==> config.mk <==
export PLATFORM = sky130hd
export DESIGN_NAME = instruction_fetch
export DESIGN_NICKNAME = d
export VERILOG_FILES = /design/src/rtl/instruction_fetch_pkg.sv /design/src/rtl/instruction_fetch.sv
export SDC_FILE = /design/constraint.sdc
export NUM_CORES = 1
export LEC_CHECK = 0
export BUFFER_PORTS_ARGS = -buffer_cell sky130_fd_sc_hd__buf_2
export CAP_MARGIN = 20
export CORE_ASPECT_RATIO = 0.7
export CORE_MARGIN = 2
export CORE_UTILIZATION = 45
export DETAILED_ROUTE_END_ITERATION = 12
export PLACE_DENSITY = 0.76
export SYNTH_ARGS = -nofsm -noshare
export SYNTH_HDL_FRONTEND = slang
export SYNTH_SLANG_ARGS = --single-unit
==> constraint.sdc <==
create_clock -name clk_i -period 2.85 [get_ports clk_i]
set_input_delay 0.57 -clock clk_i [delete_from_list [all_inputs] [get_ports clk_i]]
set_output_delay 0.57 -clock clk_i [all_outputs]
set_load 0.01 [all_outputs]
==> src/rtl/instruction_fetch_pkg.sv <==
// Shared definitions for the fetch stage: FSM encoding, interrupt vector default
// and the base addresses of the program slots.
package instruction_fetch_pkg;

  typedef enum logic {
    S_FETCH = 1'b0,
    S_WAIT  = 1'b1
  } fetch_state_e;

  localparam int unsigned INT_VECTOR_DEFAULT = 45;

  localparam int unsigned SLOT0_BASE = 0;
  localparam int unsigned SLOT1_BASE = 15;
  localparam int unsigned SLOT2_BASE = 30;

  // The output register can take a new word when it is empty or being drained.
  function automatic logic out_free(input logic valid, input logic ready);
    return !valid || ready;
  endfunction

endpackage

==> src/rtl/instruction_fetch.sv <==
// Fetch stage: one outstanding imem request, valid/ready output register to decode,
// and the next-address mux that feeds the program counter every clock.
module instruction_fetch
  import instruction_fetch_pkg::*;
#(
  parameter int                ADDR_W     = 32,
  parameter int                DATA_W     = 32,
  parameter logic [ADDR_W-1:0] INT_VECTOR = ADDR_W'(INT_VECTOR_DEFAULT)
) (
  input  logic              clk_i,
  input  logic              rst_ni,
  input  logic [ADDR_W-1:0] pc_i,
  output logic [ADDR_W-1:0] next_address_o,
  input  logic              redirect_i,
  input  logic [ADDR_W-1:0] redirect_target_i,
  input  logic              interrupt_i,
  output logic [ADDR_W-1:0] epc_o,
  output logic              imem_req_o,
  output logic [ADDR_W-1:0] imem_addr_o,
  input  logic              imem_ack_i,
  input  logic [DATA_W-1:0] imem_rdata_i,
  output logic              instr_valid_o,
  input  logic              instr_ready_i,
  output logic [DATA_W-1:0] instr_o,
  output logic [ADDR_W-1:0] instr_pc_o
);

  fetch_state_e      state_q, state_d;
  logic              req_q, req_d;
  logic [ADDR_W-1:0] addr_q, addr_d;
  logic              valid_q, valid_d;
  logic [DATA_W-1:0] instr_q, instr_d;
  logic [ADDR_W-1:0] instr_pc_q, instr_pc_d;
  logic [ADDR_W-1:0] epc_q, epc_d;
  logic              int_pending_q, int_pending_d;
  logic              discard_q, discard_d;

  logic              int_req;
  logic              free;

  assign int_req = int_pending_q | interrupt_i;
  assign free    = out_free(valid_q, instr_ready_i);

  always_comb begin
    state_d        = state_q;
    req_d          = req_q;
    addr_d         = addr_q;
    valid_d        = valid_q;
    instr_d        = instr_q;
    instr_pc_d     = instr_pc_q;
    epc_d          = epc_q;
    int_pending_d  = int_req;
    discard_d      = discard_q;
    next_address_o = pc_i;

    if (valid_q && instr_ready_i) begin
      valid_d = 1'b0;
    end

    unique case (state_q)
      S_FETCH: begin
        // An interrupt suppresses the fetch; the vector address is fetched next cycle.
        if (!redirect_i && int_req) begin
          next_address_o = INT_VECTOR;
          epc_d          = pc_i;
          int_pending_d  = 1'b0;
        end else if (!redirect_i && free) begin
          req_d   = 1'b1;
          addr_d  = pc_i;
          state_d = S_WAIT;
        end
      end

      S_WAIT: begin
        if (imem_ack_i) begin
          req_d     = 1'b0;
          state_d   = S_FETCH;
          discard_d = 1'b0;
          if (!discard_q && !redirect_i) begin
            instr_d        = imem_rdata_i;
            instr_pc_d     = addr_q;
            valid_d        = 1'b1;
            next_address_o = addr_q + ADDR_W'(1);
          end
        end else if (redirect_i) begin
          // The request cannot be withdrawn, so its data is dropped on arrival.
          discard_d = 1'b1;
        end
      end

      default: begin
        state_d = S_FETCH;
      end
    endcase

    if (redirect_i) begin
      next_address_o = redirect_target_i;
      valid_d        = 1'b0;
    end
  end

  always_ff @(posedge clk_i or negedge rst_ni) begin
    if (!rst_ni) begin
      state_q       <= S_FETCH;
      req_q         <= 1'b0;
      addr_q        <= '0;
      valid_q       <= 1'b0;
      instr_q       <= '0;
      instr_pc_q    <= '0;
      epc_q         <= '0;
      int_pending_q <= 1'b0;
      discard_q     <= 1'b0;
    end else begin
      state_q       <= state_d;
      req_q         <= req_d;
      addr_q        <= addr_d;
      valid_q       <= valid_d;
      instr_q       <= instr_d;
      instr_pc_q    <= instr_pc_d;
      epc_q         <= epc_d;
      int_pending_q <= int_pending_d;
      discard_q     <= discard_d;
    end
  end

  assign imem_req_o    = req_q;
  assign imem_addr_o   = addr_q;
  assign instr_valid_o = valid_q;
  assign instr_o       = instr_q;
  assign instr_pc_o    = instr_pc_q;
  assign epc_o         = epc_q;

endmodule

# ---- Yosys cells after proc, flatten, opt, wreduce, memory -nomap -nowiden
# Index checks and enable logic that the tools add are counted.
dict set report word_totals {
  mem_bits_rw 0
  mem_count 0
  mem_bits_ro 0
  word_cells 52
  latchBits 0
  register_bits 133
  inputBits 102
  out_inout_bits 162
}
dict set report classes {
  shift 0
  muxes 22
  n_div 0
  reduce_logical 14
  eq_ne 3
  n_mul 0
  add_sub_neg 1
  bitwise_logic 3
  order_cmp 0
}
# operator n
set op_table {}
lappend op_table {{$mux W32} 4}
lappend op_table {{$pmux W32 S2} 1}
lappend op_table {{$add A32 B1 Y32 const B} 1}
lappend op_table {{$mux W1} 15}
lappend op_table {{$reduce_and A3 Y1} 3}
lappend op_table {{$ne A2 B2 Y1 const B} 3}
lappend op_table {{$logic_and A1 B1 Y1} 4}
lappend op_table {{$pmux W1 S2} 2}
lappend op_table {{$reduce_and A2 Y1} 2}
lappend op_table {{$logic_not A1 Y1} 3}
lappend op_table {{$not A1 Y1} 2}
lappend op_table {{$reduce_bool A2 Y1} 1}
lappend op_table {{$logic_or A1 B1 Y1} 1}
lappend op_table {{$or A1 B1 Y1} 1}

# ---- Logic depth before layout (Yosys ltp)
dict set report logic_depth {
  ltp_word 6
  depth_mapped 7
  mapped_depth_nobuf 6
}

# ---- Worst setup path before layout
# OpenSTA, ideal clock, no wires.
dict set report synth_path {
  kind {register to output}
  startpoint {reg addr_q[15], in the netlist imem_addr_o[15]}
  endpoint {out next_address_o[31]}
  t_arrival_ns 2.116
  required_ns 2.280
  path_stages_with_launch 8
  path_slack_ns 0.164
  n_path_buf 2
  path_cell_list {dfrtp_1 > buf_2 > nand4_1 > or2_1 > buf_6 > or4_4 > or3_1 > a41oi_2}
}
dict set report synth_via {
  elab_chain_len 5
}
# item line_no
set synth_lines {}
lappend synth_lines {{from (decl)} instruction_fetch.sv:30} ;# logic [ADDR_W-1:0] addr_q, addr_d;
lappend synth_lines {{from (signal assigned)} instruction_fetch.sv:116} ;# addr_q <= addr_d;
lappend synth_lines {{$add A32 B1 Y32} instruction_fetch.sv:83} ;# next_address_o = addr_q + ADDR_W'(1);
lappend synth_lines {{$mux W32} instruction_fetch.sv:79} ;# if (!discard_q && !redirect_i) begin
lappend synth_lines {{$mux W32} instruction_fetch.sv:75} ;# if (imem_ack_i) begin
lappend synth_lines {{$pmux W32 S2} instruction_fetch.sv:60} ;# unique case (state_q)
lappend synth_lines {{$mux W32} instruction_fetch.sv:96} ;# if (redirect_i) begin
lappend synth_lines {{to (decl)} instruction_fetch.sv:13} ;# output logic [ADDR_W-1:0] next_address_o,
# Every way passes these cells.

# ---- Final worst setup path
dict set report layout_path {
  startpoint {reg addr_q[16], in the netlist imem_addr_o[16]}
  endpoint {out next_address_o[31]}
}
# The elaborated chain is that of the path after synthesis.

==> results by stage <==
Run status:
- The run finished, with violations left.
- The final reports fail on setup timing.

Routing:
- The routed design has 21900 um of wire.
- The routed via count divided by cell count is 5.26.
- The detailed router placed 6493 vias in this run.
- The length of the first detailed-routing pass in iterations is 5.
- After detailed routing, the number of remaining DRC violations is 0.
- After detailed routing, the average wire length per cell comes to 17.7 um.
- For this block, the initial DRC count from the detailed router was 474.
- The detail route stage leaves a number of antenna-violating nets equal to 0.

Global route:
- In the global route stage, overall resource usage came out at 0.289.
- After global routing the overflow that remains totals 0.
- The initial antenna violation count is 0.
- Entering global routing, the biggest net connects 60 pins.
- The number of global-route vias before repair was 5916.
- The first global-routing pass estimated 33100 um of wire.

Layout:
- The library cells used most frequently in the layout, excluding fill and tap cells, are nand2_1 (315), buf_2 (263), dfrtp_1 (130).
- Leaving out fill and tap cells, the most frequent cell in the layout is nand2_1.
- Of the cells placed in the final design, the portion with a size suffix greater than 1 is 0.413.
- Fill cells in the final layout number 1173.
- The final core utilization is 0.654.
- The layout overhead on the synthesized area is 43.6%.
- The non-filler instance count after layout is 1234.
- After routing the design area is 0.00901 sq mm.
- The repair_antennas step left the layout with diodes totalling 0.
- In the final design database the tool counted 1134 nets.

Clocking:
- The insertion delay of the later-clocked pin in the worst-skew pair is 0.42 ns.
- CTS built an H-tree with a depth of 4.
- TritonCTS built the clock tree.
- The clock buffer count from CTS is 17.
- The clock tree root buffer cell is clkbuf_16.
- The number of clock sinks is 133.
- After clock tree synthesis, the flow added hold-fix buffers numbering 0.
- Counting along the longest clock path gives a buffer depth of 2.
- The clock edge transition at the registers on the reported setup and hold paths is 0.06 ns.

Power:
- The share of total power dissipated in combinational logic is 0.357.
- The post-layout total power is 8060 uW.
- Of the total power, registers draw 0.368.
- The part of the power in the clock network is 0.275.
- The internal power of the cells totals 5110 uW.
- The power density over the cells is 894 mW/mm^2.
- The net switching power of the design is 2950 uW.
- The maximum vdd drop is 0.000444 V.
- The switching part of the total is 0.366.
- The total leakage power is 0.00482 uW.

Logic synthesis:
- Among all flip-flop cells after synthesis, the most frequent one is dfrtp_1.
- By area the synthesized netlist is led by dfrtp_1 (53%), nand2_1 (19%), mux2_2 (5.9%).
- Yosys printed 0 warnings.
- The mean cell area of the mapped netlist is 8.67 sq um.
- The cell accounting for the most synthesized area is dfrtp_1.
- Synthesis inferred 133 register bits.
- The fraction of synthesis flops using an asynchronous set or reset pin is 1.00.
- The post-synthesis cell type count is 45.
- The number of enable flip-flop cells after synthesis is 0.
- The count of mapped cells out of synthesis is 724.
- The number of nets handed over by synthesis was 827.
- Of the post-synthesis cell area, the dominant cell type holds 0.530.
- In this run the cell area of the synthesized design comes to 0.00627 sq mm.
- The portion of the post-synthesis area used by sequential elements is 0.530.

Worst setup path:
- The worst endpoint required time is 2.28 ns.
- The critical path is of the reg -> out type.
- STA classifies the critical path startpoint as a register.
- STA classifies the critical path endpoint as an output port.
- For flop-to-flop paths, the worst setup slack is 0.96 ns.
- In this run the worst path has a maximum fanout of 2.
- For the worst setup path, the data arrival time is 2.37 ns.

STA:
- The final worst-path setup slack is -0.0935 ns.
- The final-report setup violation count is 9.
- The routed design could run at a clock period as short as 2.94 ns.
- Measured against its own limit, the worst slew margin works out to 0.642.
- The final number of hold-violating endpoints is 0.
- The max-slew violation count was 0.
- Of the available clock period, the critical path in the final layout requires 1.03.
- The worst-margin pin slew is 0.537 ns.
- Derived from the worst setup path, the maximum achievable clock frequency is 0.340 GHz.
- Setup repair after global routing could not meet its margin everywhere.
- The largest clock skew in the final design is 0.00932 ns.

Floorplan:
- 264 I/O pins were placed.
- The chip width is 145 um.
- The core footprint is 0.0138 sq mm.
- The floorplan step defined a die boundary enclosing 0.0149 sq mm.
- The initial utilization of the core area, before any placement, comes to 0.455.
- The floorplan has 36 rows.
- The floorplan step set the die height to 103 um.

Placed design:
- The cell total after placement is 1186.
- The post-placement cell area is 0.00810 sq mm.
- The HPWL after detailed placement is 15600 um.
- Buffers placed on the I/O ports in this run total 263.
- At the end of routability-driven placement, the weighted congestion stood at 0.875.

Job:
- Max-cap violations in this run came to 0.

Hold path:
- The tightest min-delay check is of the in -> async type.
-- power groups by stage --
stage / Combinational, uW / Sequential, uW / Clock, uW
floorplan: 952 / 3340 / 0
global placement: 2680 / 2940 / 0
detailed placement: 2740 / 2970 / 0
CTS: 2830 / 2950 / 2240
global route: 3140 / 3060 / 2330
finish: 2870 / 2970 / 2220
-- cell usage after synthesis (2+ instances only) --
cell type,count
or4_1,2
o31a_1,2
a21oi_1,17
o211ai_1,2
a31oi_1,7
nor4_1,5
and3_1,4
xor2_1,7
nor2_1,29
a22oi_1,12
xnor2_1,18
buf_2,3
clkbuf_1,34
inv_1,7
mux2_2,33
nand4_1,7
buf_1,3
and2_1,2
o21ai_0,16
o21ai_1,14
dfrtp_1,133
a221o_1,2
nand3_1,13
nor4b_1,2
nand2_1,316
nor3_1,15
-- final cells by class --
type | instances | area (sq um) | area share
clock buffers | 19 | 443 | 0.0492
clock inverters | 13 | 148 | 0.0164
inverters | 7 | 26.3 | 0.00292
multi-input cells | 543 | 2970 | 0.329
flip-flops and latches | 133 | 3330 | 0.370
well taps | 190 | 238 | 0.0264
repair buffers | 329 | 1860 | 0.206
-- critical path, stage by stage, from the launching register on --
cell     delay [ns]
dfrtp_1        0.37
nand4_1        0.17
or2_1          0.27
or4_4          0.45
or3_4          0.39
a41oi_2        0.14
buf_2          0.17
-- registers in the layout, indices dropped and copies added, names as in the netlist, 32 cells and up --
signal       flops
instr_pc_o      32
epc_o           32
imem_addr_o     32
instr_o         32
-- cell families (layout without fill, tap and decap cells) --
group / after synthesis / count (layout) / synth area share
muxes: 34 / 34 / 0.0608
xor gates and xnor gates: 25 / 25 / 0.0349
DFF: 133 / 133 / 0.530
AOI/OAI and AO/OA: 79 / 79 / 0.0780
and+or+nand+nor: 404 / 404 / 0.263
adders and majority gates: 1 / 1 / 0.00199
buffers and inverters: 48 / 368 / 0.0305
-- stage by stage --
| step | hold slack (ns) | setup TNS (ns) | worst slack, ns |
|---|---|---|---|
| finish | 0.0718 | -0.360 | -0.0935 |
| global route | 0.0895 | -1.82 | -0.168 |
| CTS | 0.0798 | -1.11 | -0.129 |
| detailed placement | 0.458 | 0 | 0.0420 |
| global placement | 0.452 | -2.04 | -0.342 |
| floorplan | 0.274 | 0 | 0.164 |
-- per-layer routing --
metal	share of wire	global-route usage	routed length, um
met1	0.45	0.424	9940
met2	0.44	0.429	9660
met3	0.091	0.0730	1990
met4	0.014	0.0837	309
met5	0	0	0
-- worst paths after layout --
path | end | from | depth (start not counted)
max reg2reg | imem_addr_o[9]$_DFFE_PN0P_ | state_q$_DFF_PN0_ | 5
min in group clk_i | instr_o[30]$_DFFE_PN0P_ | imem_rdata_i[30] | 3
max | next_address_o[31] | imem_addr_o[16]$_DFFE_PN0P_ | 6
min | instr_o[18]$_DFFE_PN0P_ | rst_ni | 1
min reg2reg | instr_o[10]$_DFFE_PN0P_ | instr_o[10]$_DFFE_PN0P_ | 2
max in group asynchronous | epc_o[25]$_DFFE_PN0P_ | rst_ni | 2
-- repair_timing --
action	4_1_cts	5_1_grt
pin swaps	21	10
cloned	0	0
setup buffers	15	2
setup endpoints to repair	18	28
gates resized for setup	29	15
No activity file was read; power rests on OpenSTA's default activity.
